==> config.mk <==
export PLATFORM = sky130hd
export DESIGN_NAME = pipe_stage_buf
export DESIGN_NICKNAME = d
export VERILOG_FILES = /design/src/rtl/pipe_pkg.sv /design/src/rtl/pipe_stage_perf.sv /design/src/rtl/pipe_stage_buf.sv
export SDC_FILE = /design/constraint.sdc
export NUM_CORES = 1
export LEC_CHECK = 0
export CAP_MARGIN = 30
export CELL_PAD_IN_SITES_DETAIL_PLACEMENT = 0
export CELL_PAD_IN_SITES_GLOBAL_PLACEMENT = 1
export CORE_UTILIZATION = 35
export DETAILED_ROUTE_END_ITERATION = 16
export HOLD_SLACK_MARGIN = 0.15
export PLACE_DENSITY_LB_ADDON = 0.08
export SKIP_CTS_REPAIR_TIMING = 1
export SLEW_MARGIN = 30
export SYNTH_ARGS = -nofsm -noshare
export SYNTH_HDL_FRONTEND = slang
export SYNTH_SLANG_ARGS = --single-unit
==> constraint.sdc <==
create_clock -name clk -period 6.1 [get_ports clk]
set_clock_uncertainty 0.2 [all_clocks]
set_input_delay 0.915 -clock clk [delete_from_list [all_inputs] [get_ports clk]]
set_output_delay 0.915 -clock clk [all_outputs]
set_load 0.05 [all_outputs]
==> src/rtl/pipe_pkg.sv <==
// +--------------------------------------------------------------------+
// | pipe_pkg : shared widths, NOP encoding and entry type for stages  |
// | Rev 1.0                                                            |
// +--------------------------------------------------------------------+
`default_nettype none

package pipe_pkg;

    localparam int PC_W_DEF    = 32;
    localparam int INSTR_W_DEF = 32;

    localparam logic [INSTR_W_DEF-1:0] NOP_INSTR = 32'h0000_0013;

    typedef struct packed {
        logic [PC_W_DEF-1:0]    pc;
        logic [INSTR_W_DEF-1:0] instr;
    } pipe_entry_t;

endpackage

`default_nettype wire

==> src/rtl/pipe_stage_perf.sv <==
// +--------------------------------------------------------------------+
// | pipe_stage_perf : saturating stall / flush event counters          |
// | Rev 1.0                                                            |
// +--------------------------------------------------------------------+
`default_nettype none

module pipe_stage_perf (
    input  logic        clk,
    input  logic        rst_n,
    input  logic        i_stall_evt,
    input  logic        i_flush_evt,
    output logic [31:0] o_stall_cycles,
    output logic [31:0] o_flush_count
);

    logic [31:0] stall_cnt_q, stall_cnt_d;
    logic [31:0] flush_cnt_q, flush_cnt_d;

    always_comb begin
        stall_cnt_d = stall_cnt_q;
        flush_cnt_d = flush_cnt_q;
        if (i_stall_evt && (stall_cnt_q != 32'hFFFF_FFFF))
            stall_cnt_d = stall_cnt_q + 32'd1;
        if (i_flush_evt && (flush_cnt_q != 32'hFFFF_FFFF))
            flush_cnt_d = flush_cnt_q + 32'd1;
    end

    always_ff @(posedge clk or negedge rst_n) begin
        if (!rst_n) begin
            stall_cnt_q <= '0;
            flush_cnt_q <= '0;
        end else begin
            stall_cnt_q <= stall_cnt_d;
            flush_cnt_q <= flush_cnt_d;
        end
    end

    assign o_stall_cycles = stall_cnt_q;
    assign o_flush_count  = flush_cnt_q;

endmodule

`default_nettype wire

==> src/rtl/pipe_stage_buf.sv <==
// +--------------------------------------------------------------------+
// | pipe_stage_buf : elastic {pc,instr} stage with skid FIFO,          |
// | stall and flush. Perf counters enabled by PIPE_STAGE_PERF_EN.      |
// | Rev 1.0                                                            |
// +--------------------------------------------------------------------+
`default_nettype none

module pipe_stage_buf
    import pipe_pkg::*;
#(
    parameter int DATA_W = INSTR_W_DEF,
    parameter int PC_W   = PC_W_DEF,
    parameter int DEPTH  = 2
) (
    input  logic                     clk,
    input  logic                     rst_n,
    input  logic                     i_valid,
    input  logic [PC_W-1:0]          i_pc,
    input  logic [DATA_W-1:0]        i_instr,
    output logic                     o_ready,
    output logic                     o_valid,
    output logic [PC_W-1:0]          o_pc,
    output logic [DATA_W-1:0]        o_instr,
    input  logic                     i_ready,
    input  logic                     i_stall,
    input  logic                     i_flush,
    output logic [$clog2(DEPTH):0]   o_count,
    output logic [31:0]              o_stall_cycles,
    output logic [31:0]              o_flush_count
);

    localparam int CNT_W = $clog2(DEPTH) + 1;
    localparam int PTR_W = (DEPTH > 1) ? $clog2(DEPTH) : 1;
    localparam logic [CNT_W-1:0] DEPTH_CNT = CNT_W'(DEPTH);
    localparam logic [PTR_W-1:0] PTR_LAST  = PTR_W'(DEPTH - 1);

    generate
        if (DEPTH != 1 && DEPTH != 2 && DEPTH != 4) begin : g_bad_depth
            $error("pipe_stage_buf: DEPTH must be 1, 2 or 4");
        end
    endgenerate

    logic [PC_W-1:0]   pc_mem_q    [DEPTH];
    logic [DATA_W-1:0] instr_mem_q [DEPTH];

    logic [CNT_W-1:0] count_q, count_d;
    logic [PTR_W-1:0] wr_ptr_q, wr_ptr_d;
    logic [PTR_W-1:0] rd_ptr_q, rd_ptr_d;
    logic             push, pop, not_empty;

    assign not_empty = (count_q != '0);
    assign o_ready   = (count_q < DEPTH_CNT);
    assign o_valid   = not_empty && !i_stall;
    assign o_pc      = not_empty ? pc_mem_q[rd_ptr_q]    : '0;
    assign o_instr   = not_empty ? instr_mem_q[rd_ptr_q] : '0;
    assign o_count   = count_q;

    // Flush suppresses both sides so the killed head is never counted as consumed.
    assign push = i_valid && o_ready && !i_flush;
    assign pop  = o_valid && i_ready && !i_flush;

    always_comb begin
        count_d  = count_q;
        wr_ptr_d = wr_ptr_q;
        rd_ptr_d = rd_ptr_q;
        if (i_flush) begin
            count_d  = '0;
            wr_ptr_d = '0;
            rd_ptr_d = '0;
        end else begin
            if (push)
                wr_ptr_d = (wr_ptr_q == PTR_LAST) ? '0 : wr_ptr_q + 1'b1;
            if (pop)
                rd_ptr_d = (rd_ptr_q == PTR_LAST) ? '0 : rd_ptr_q + 1'b1;
            if (push && !pop)
                count_d = count_q + 1'b1;
            else if (pop && !push)
                count_d = count_q - 1'b1;
        end
    end

    always_ff @(posedge clk or negedge rst_n) begin
        if (!rst_n) begin
            count_q  <= '0;
            wr_ptr_q <= '0;
            rd_ptr_q <= '0;
        end else begin
            count_q  <= count_d;
            wr_ptr_q <= wr_ptr_d;
            rd_ptr_q <= rd_ptr_d;
        end
    end

    // Storage is qualified by count, so it needs no reset.
    always_ff @(posedge clk) begin
        if (push) begin
            pc_mem_q[wr_ptr_q]    <= i_pc;
            instr_mem_q[wr_ptr_q] <= i_instr;
        end
    end

`ifdef PIPE_STAGE_PERF_EN
    logic stall_evt, flush_evt;
    assign stall_evt = i_stall && not_empty;
    assign flush_evt = i_flush && not_empty;

    pipe_stage_perf u_perf (
        .clk            (clk),
        .rst_n          (rst_n),
        .i_stall_evt    (stall_evt),
        .i_flush_evt    (flush_evt),
        .o_stall_cycles (o_stall_cycles),
        .o_flush_count  (o_flush_count)
    );
`else
    assign o_stall_cycles = '0;
    assign o_flush_count  = '0;
`endif

    a_hold_payload: assert property (@(posedge clk) disable iff (!rst_n)
        (i_valid && !o_ready && !i_flush) |=> ($stable(i_pc) && $stable(i_instr)));

    a_count_bound: assert property (@(posedge clk) disable iff (!rst_n)
        (count_q <= DEPTH_CNT));

endmodule

`default_nettype wire

==> flow_metrics.tcl <==
set metrics [dict create \
    status "completed" \
    antenna_found_initial 0 \
    synth.avg_cell_area_um2 15.3 \
    synth.distinct_cells 24 \
    netlist.top_cell.by_area "edfxtp_1" \
    start_util 0.362 \
    cp_slowest_cell "dfrtp_4" \
    numCtsBuffers 17 \
    p_total_uw 2400 \
    rsz0062_at_grt "no" \
    setup-tns-final_ns 0 \
    worstSetupEndpointType "output pin" \
    rr_worst_depth 4 \
    final_core_util 0.483 \
    rrSetupSlack_ns 3.70 \
    drt-initial-drc-count 103 \
    die_width_um 128 \
    timing.hold.ws_ns 0.430 \
    crit_family "buffers and inverters" \
    yosysTopAreaCellShare 0.694 \
    cpPeakStageDelay_ns 0.94 \
    die_y_um 128 \
    drive_above_1_share 0.0579 \
    synth_seq_area_share 0.712 \
    regToRegStartpoint "o_count[1]" \
    r2r-end "pc_mem_q[0][26]" \
    stdcell_count 729 \
    grt_pass1_wl_mm 16.0 \
    synth_area_leaders "edfxtp_1 69%, mux2i_1 12%, buf_4 8.8%" \
    grt_use_total 0.136 \
    crit_fanout 44 \
    critPathRequiredTime_ns 4.98 \
    port_buffers 137 \
    ant_nets 0 \
    io_pins 202 \
    final_max_slew_viol_count 0 \
    fp-row-count 45 \
    grt_pass1_vias 3094 \
    path_cells "buf_4 > mux2i_1 > nor2_1 > clkdlybuf4s50_1" \
    clk_latency_ns 0.40 \
    maxCapViolCount 0 \
    fillers 1361 \
    finalHoldViolCount 0 \
    slew_headroom 0.397 \
    critPathLaunchType "flip-flop" \
    wl_per_cell_um 14.4 \
    path_buf_inv 2 \
    ys_seq_elements 132 \
    overflow 0 \
    worst_pin_slew_ns 0.904 \
    min_from "wr_ptr_q" \
    min_period_over_period 0.664 \
    num_vias 3066 \
    diodes 0 \
    post-dp-hpwl_mm 6.56 \
    leakagePower_uw 0.00252 \
    clk_path_buf_depth 2 \
    hold_depth 2 \
    setup_viol 0 \
    yosys_warnings 0 \
    syn_inst 361 \
    min_period_ns 4.05 \
    syn_area_um2 5540 \
    syn_to_final_growth_pct 33.6 \
    gp_congestion 0.669 \
    path_clk_slew_ns 0.05 \
    cts_tree "yes" \
    cts.sinks 132 \
    htreeDepth 4 \
    max_freq_mhz 247 \
    placedCellCount 697 \
    hold_end "wr_ptr_q" \
    drc 0 \
    core_area_um2 15300 \
    cp.arrival_ns 2.93 \
    die_area_um2 16300 \
    power_density_nw_per_um2 325 \
    grt_max_degree 65 \
    holdCritPathClass "flip-flop to flip-flop" \
    path_class "flip-flop to output pin" \
    ir_drop_v 0.000175 \
    drt_pass1_iterations 4 \
    root_buffer "clkbuf_16" \
    wirelength_mm 10.5 \
    nNetsFinal 576 \
    avgViaCountPerCell 4.21 \
]
[worst register-to-register path, stage by stage (launching register included)]
cell,delay [ns]
dfrtp_1,0.44
nor2b_1,0.20
nor2b_1,0.26
nor2b_4,0.18
buf_4,0.70
[metrics by stage]
stage	setup slack (ns)	area [µm²]
floorplan	1.27	5770
global placement	2.39	6870
detailed placement	2.39	6870
CTS	1.95	7380
global route	1.86	7400
finish	2.05	7400
[synth_stat cells (all sizes together)]
cell / n
edfxtp: 128
buf: 77
nor2: 69
mux2i: 64
dfrtp: 4
nor2b: 3
a21oi: 2
o21ai: 2
xnor2: 2
a221o: 1
and2: 1
and3: 1
clkbuf: 1
conb: 1
inv: 1
nand2: 1
nand2b: 1
nand3: 1
or3: 1
[logic make-up after synthesis]
logic type | Yosys count | synth area share
AOI/OAI and AO/OA | 5 | 0.00542
xor gates and xnor gates | 2 | 0.00316
buffers and inverters | 79 | 0.106
DFF | 132 | 0.712
muxes | 64 | 0.116
other | 1 | 0.000677
and+or+nand+nor | 78 | 0.0572
[layout make-up]
class	instances	area [µm²]	share of cell area
tap	211	264	0.0357
inverter	1	3.75	0.000507
clock buffer	22	444	0.0600
multi-input combinational	213	1260	0.170
timing repair buffer	141	1410	0.191
clock inverter	9	63.8	0.00863
sequential	132	3950	0.534
[cells in the final DEF (no fill, tap or decap), drive strengths merged, types with 2 or more instances in the layout]
cell type / instances
edfxtp: 128
clkdlybuf4s50: 137
conb: 64
mux2i: 64
nor2: 69
xnor2: 2
buf: 4
nor2b: 3
dfrtp: 4
clkbuf: 22
clkinv: 8
a21oi: 2
o21ai: 2
[routing by layer]
layer / track usage / vias to the layer above / part of all wire
met3: 0.0492 / 11 / 0.068
met5: 0 / - / 0
li1: - / 1450 / -
met4: 0.0623 / 0 / 0.014
met2: 0.218 / 132 / 0.49
met1: 0.164 / 1473 / 0.43
[worst max path at each step]
stage	start	end	slack, ns	cells after the start
after floorplan	i_valid	instr_mem_q[0][0]	1.27	3
after global placement	rd_ptr_q	o_instr[27]	2.39	4
after CTS	rd_ptr_q	o_instr[27]	1.95	4
after detailed placement	rd_ptr_q	o_instr[27]	2.39	4
final	rd_ptr_q	o_instr[27]	2.05	4
after global routing	rd_ptr_q	o_instr[6]	1.86	4
[state kept, by name (all words and copies together), names as in the netlist]
register,cells
instr_mem_q,64
o_count,2
pc_mem_q,64
rd_ptr_q,1
wr_ptr_q,1
[report_power, final]
part / switching (µW) / total, µW / internal [µW]
sequential: 18.7 / 1060 / 1040
combinational: 330 / 471 / 141
clock: 326 / 872 / 546
Power figures use the tool's default switching activity.
